File: src/rtl/reg_dump_reader.sv
// Debug read-out engine: halts the core, walks every register through the
// register file read port and streams each value over a valid/ready link.
module reg_dump_reader #(
    parameter int DATA_WIDTH = 8,
    parameter int NUM_REGS   = 8,
    parameter int IDX_WIDTH  = 3
) (
    input  logic                  Clk,
    input  logic                  Reset_n,
    input  logic                  Start,
    input  logic                  Abort,
    input  logic                  Stall_Ack,
    input  logic [DATA_WIDTH-1:0] Read_Data,
    output logic [IDX_WIDTH-1:0]  Read_Reg_Num,
    output logic                  Stall_Req,
    output logic [DATA_WIDTH-1:0] Out_Data,
    output logic [IDX_WIDTH-1:0]  Out_Index,
    output logic                  Out_Last,
    output logic                  Out_Valid,
    input  logic                  Out_Ready,
    output logic                  Busy,
    output logic                  Done
);

    typedef enum logic [2:0] {
        IDLE     = 3'd0,
        WAIT_ACK = 3'd1,
        READ     = 3'd2,
        SEND     = 3'd3,
        DONE     = 3'd4
    } state_t;

    localparam logic [IDX_WIDTH-1:0] LAST_IDX = IDX_WIDTH'(NUM_REGS - 1);
    localparam logic [IDX_WIDTH-1:0] ZERO_IDX = IDX_WIDTH'(0);

    state_t                  state_r;
    state_t                  state_next_s;
    logic [IDX_WIDTH-1:0]    index_r;
    logic [IDX_WIDTH-1:0]    index_next_s;
    logic [IDX_WIDTH-1:0]    read_reg_num_r;
    logic [DATA_WIDTH-1:0]   out_data_r;
    logic [IDX_WIDTH-1:0]    out_index_r;
    logic                    out_last_r;
    logic                    out_valid_r;
    logic                    stall_req_r;
    logic                    busy_r;
    logic                    done_r;
    logic                    handshake_s;

    assign handshake_s = out_valid_r & Out_Ready;

    // Next-state and index sequencing; Abort always returns to IDLE with index 0.
    always_comb begin
        state_next_s = state_r;
        index_next_s = index_r;
        case (state_r)
            IDLE: begin
                if (Start && !Abort) begin
                    state_next_s = WAIT_ACK;
                    index_next_s = ZERO_IDX;
                end else begin
                    state_next_s = IDLE;
                end
            end
            WAIT_ACK: begin
                if (Abort) begin
                    state_next_s = IDLE;
                    index_next_s = ZERO_IDX;
                end else if (Stall_Ack) begin
                    state_next_s = READ;
                end else begin
                    state_next_s = WAIT_ACK;
                end
            end
            READ: begin
                if (Abort) begin
                    state_next_s = IDLE;
                    index_next_s = ZERO_IDX;
                end else begin
                    state_next_s = SEND;
                end
            end
            SEND: begin
                if (Abort) begin
                    state_next_s = IDLE;
                    index_next_s = ZERO_IDX;
                end else if (handshake_s && out_last_r) begin
                    state_next_s = DONE;
                end else if (handshake_s) begin
                    state_next_s = READ;
                    index_next_s = index_r + IDX_WIDTH'(1);
                end else begin
                    state_next_s = SEND;
                end
            end
            DONE: begin
                state_next_s = IDLE;
                index_next_s = ZERO_IDX;
            end
            default: begin
                state_next_s = IDLE;
                index_next_s = ZERO_IDX;
            end
        endcase
    end

    // State, index and registered outputs (all derived from the next state).
    always_ff @(posedge Clk or negedge Reset_n) begin
        if (!Reset_n) begin
            state_r        <= IDLE;
            index_r        <= ZERO_IDX;
            read_reg_num_r <= ZERO_IDX;
            out_data_r     <= {DATA_WIDTH{1'b0}};
            out_index_r    <= ZERO_IDX;
            out_last_r     <= 1'b0;
            out_valid_r    <= 1'b0;
            stall_req_r    <= 1'b0;
            busy_r         <= 1'b0;
            done_r         <= 1'b0;
        end else begin
            state_r     <= state_next_s;
            index_r     <= index_next_s;
            stall_req_r <= (state_next_s != IDLE);
            busy_r      <= (state_next_s != IDLE);
            done_r      <= (state_next_s == DONE);
            if (state_next_s == READ) begin
                read_reg_num_r <= index_next_s;
            end else begin
                read_reg_num_r <= read_reg_num_r;
            end
            // Capture happens only on the READ->SEND transition; the beat then holds until accepted.
            if ((state_r == READ) && (state_next_s == SEND)) begin
                out_data_r  <= Read_Data;
                out_index_r <= index_r;
                out_last_r  <= (index_r == LAST_IDX);
                out_valid_r <= 1'b1;
            end else if (state_r == SEND && (handshake_s || Abort)) begin
                out_valid_r <= 1'b0;
            end else begin
                out_valid_r <= out_valid_r;
            end
        end
    end

    assign Read_Reg_Num = read_reg_num_r;
    assign Stall_Req    = stall_req_r;
    assign Out_Data     = out_data_r;
    assign Out_Index    = out_index_r;
    assign Out_Last     = out_last_r;
    assign Out_Valid    = out_valid_r;
    assign Busy         = busy_r;
    assign Done         = done_r;

endmodule
File: config.mk
export PLATFORM = sky130hd
export DESIGN_NAME = reg_dump_reader
export DESIGN_NICKNAME = d
export VERILOG_FILES = /design/src/rtl/reg_dump_reader.sv
export SDC_FILE = /design/constraint.sdc
export NUM_CORES = 1
export LEC_CHECK = 0
export CAP_MARGIN = 20
export CORE_MARGIN = 2
export CORE_UTILIZATION = 50
export DETAILED_ROUTE_END_ITERATION = 8
export PLACE_DENSITY = 0.83
export SETUP_SLACK_MARGIN = 0.3
export SLEW_MARGIN = 10
export SYNTH_ARGS = -nofsm -noshare
export SYNTH_HDL_FRONTEND = slang
export SYNTH_SLANG_ARGS = --single-unit
File: constraint.sdc
create_clock -name Clk -period 2.57 [get_ports Clk]
set_input_delay 0.514 -clock Clk [delete_from_list [all_inputs] [get_ports Clk]]
set_output_delay 0.514 -clock Clk [all_outputs]
set_load 0.05 [all_outputs]
==> reports/results.tsv <==
metric	value	unit
grt ovf	0	
Buffers on Ports	32	
min Tclk post-route	2.19	ns
via count	816	
Worst Skew	0.0110	ns
CTS max path bufs	2	
commonest non-fill, non-tap cell in the layout	clkdlybuf4s50_1	
DRC viols	0	
routed vias/inst	5.51	
Clock Tree Root	clkbuf_4	
Final Routed Wirelength	2140	um
NetSw	0.437	mW
fraction of layout cells with a size suffix above 1	20.8	%
r2r setup slk	0.64	ns
Worst path slowest cell	clkdlybuf4s50_1	
post-CTS sizing	0	
initial core utilization	52.7	%
CP Launch Type	register	
TritonRoute pass-1 iters	4	
vias in the first global route	855	
clock network fraction of total power	21.7	%
leak pwr	0.660	nW
cell-by-cell trace of the critical path	clkdlybuf4s50_1	
Arr. time, crit path	1.67	ns
fin cells	148	
Die Span Y	52.0	um
Iteration-0 DRC Markers	14	
worst-path fanout max	7	
sequential power share	39.7	%
Syn-to-layout area delta	33.3	%
Pwr Total	1.21	mW
Comb power frac	38.5	%
RSZ-0062 raised after global routing	no	
fin. max-slew vios	0	
CP max stage delay	0.86	ns
Final ANT Viol Nets	0	
ANT cells	0	
H-Tree Depth	1	
crit path buf inv count	1	
switching share of power	36.1	%
global-route wire length before repair	3640	um
setup TNS	0	ns
Worst-path clk slew	0.13	ns
period utilization	85.1	%
total CTS buffers	3	
final hold violations	0	
initial antenna violation count	0	
crit end category	primary output	
Netlist Area Pre-Place	1150	sq um
CP Class	reg -> out	
CP top delay family	buffers and inverters	
hold crit path type	reg -> reg	
Site Rows	17	
placed insts	144	
nets	137	
Worst Path Required	2.06	ns
latest clock arrival within the worst-skew pair	0.31	ns
outcome	complete, no violations	
max_slew headroom	61.0	%
Avg Cell Area, Syn	13.3	sq um
Avg WL per Cell	14.5	um
largest net degree at the start of global routing	25	
Die W	52.0	um
maxcap violations	0	
Hold Buf Count CTS	0	
PwrDens	788	nW/um^2
Num Clock Sinks	24	
Syn. warnings	0	
GPL Wtd Cong	0.886	
Core ar.	2190	sq um
synth unique cells	31	
full die area	2710	sq um
CTS tree	done	
worst-margin pin slew	0.570	ns
All-Layer GR Usage	17.8	%
fmax	457	MHz
Syn Nets	103	
synthesis-stage register bit count	24	
highest-count cells in the layout ignoring fill and taps	32 x clkdlybuf4s50_1, 24 x dfrtp_1, 12 x mux2_2	
DP HPWL	1610	um
register area share after synthesis	52.1	%
Int Pwr	0.775	mW
# Post-CTS Setup Buffers	0	
peak supply drop	0.000581	V
final setup vio count	0	
# IOs	33	
cells after synthesis	87	
-- power groups by stage --
stage          Sequential (mW)  Combinational, mW  Clock, mW
2_1_floorplan            0.681              0.112          0
3_3_place_gp             0.487              0.463          0
3_5_place_dp             0.491              0.469          0
4_1_cts                  0.483              0.471      0.274
5_1_grt                  0.491              0.490      0.294
6_report                 0.482              0.467      0.264
-- kinds of logic after synthesis --
logic type	synth area share (%)
AO/OA/AOI/OAI	10.7
XOR/XNOR	1.52
adder cells (fa/ha/maj)	2.17
buffers and inverters	4.99
flip-flops	52.1
multiplexers	14.6
AND/OR/NAND/NOR	13.9
-- Yosys cell counts --
| cell | instances | share of area, % |
|---|---|---|
| dfrtp_1 | 24 | 52 |
| mux2_2 | 12 | 12 |
| a21oi_1 | 4 | 1.7 |
| buf_4 | 4 | 2.6 |
| nor3_1 | 4 | 1.7 |
| inv_1 | 3 | 0.98 |
| mux2_1 | 3 | 2.9 |
| a2111oi_0 | 2 | 1.5 |
| a22o_1 | 2 | 1.5 |
| ha_1 | 2 | 2.2 |
| nand2_1 | 2 | 0.65 |
| nand2b_1 | 2 | 1.1 |
| nand3b_1 | 2 | 1.3 |
| nor4bb_1 | 2 | 1.7 |
| o32ai_1 | 2 | 1.5 |
| xnor2_1 | 2 | 1.5 |
| a2111oi_4 | 1 | 2.4 |
| a41o_1 | 1 | 0.87 |
| and2_1 | 1 | 0.54 |
| and4_4 | 1 | 0.98 |
| buf_2 | 1 | 0.43 |
| buf_6 | 1 | 0.98 |
| nor2_1 | 1 | 0.33 |
| nor2b_1 | 1 | 0.54 |
| nor4_1 | 1 | 0.54 |
| nor4b_2 | 1 | 1.3 |
| nor4b_4 | 1 | 2.1 |
| o21ai_0 | 1 | 0.43 |
| o21ai_2 | 1 | 0.76 |
| or2_0 | 1 | 0.54 |
| or2_2 | 1 | 0.54 |
-- metrics by stage --
step / util (%) / worst slack, ns / instance area (sq um) / hold WS [ns]
finish: 70.2 / 0.382 / 1540 / 0.508
global route: 70.2 / 0.314 / 1540 / 0.527
CTS: 70.2 / 0.364 / 1540 / 0.516
detailed placement: 67.8 / 0.222 / 1490 / 0.484
global placement: 67.8 / 0.236 / 1490 / 0.479
floorplan: - / 0.798 / 1150 / 0.218
-- layer usage --
metal | part of all wire (%) | global-route usage [%]
met1 | 45 | 22.7
met2 | 48 | 30.4
met3 | 7.8 | 4.31
met4 | 0 | 3.95
met5 | 0 | 0
-- flip-flops by register name, summed over array words and instances, names as in the netlist --
| register | flops |
|---|---|
| state_r | 3 |
| Read_Reg_Num | 3 |
| Out_Index | 3 |
| Done | 1 |
| index_r | 3 |
| Out_Last | 1 |
| Out_Data | 8 |
| Out_Valid | 1 |
| Busy | 1 |
-- area by class of cell --
cell class	instances	area, sq um
repair buffers	35	343
inverters	3	11.3
fillers	163	653
flip-flops and latches	24	601
clock inverters	1	30.0
well taps	28	35.0
clock buffers	3	22.5
multi-input cells	54	495
-- path summary, 6_finish.rpt --
| path | start | end | cells after the start |
|---|---|---|---|
| worst max-delay path | Out_Last | Out_Last | 1 |
| worst min-delay path | Read_Reg_Num[0] | Read_Reg_Num[0] | 1 |
| worst max register to register | index_r[0] | Read_Reg_Num[2] | 6 |
| worst min register to register | Read_Reg_Num[0] | Read_Reg_Num[0] | 1 |
| max in group asynchronous | Reset_n | Out_Data[2] | 2 |
| min in group asynchronous | Reset_n | state_r[0] | 2 |
Power figures use the tool's default switching activity.
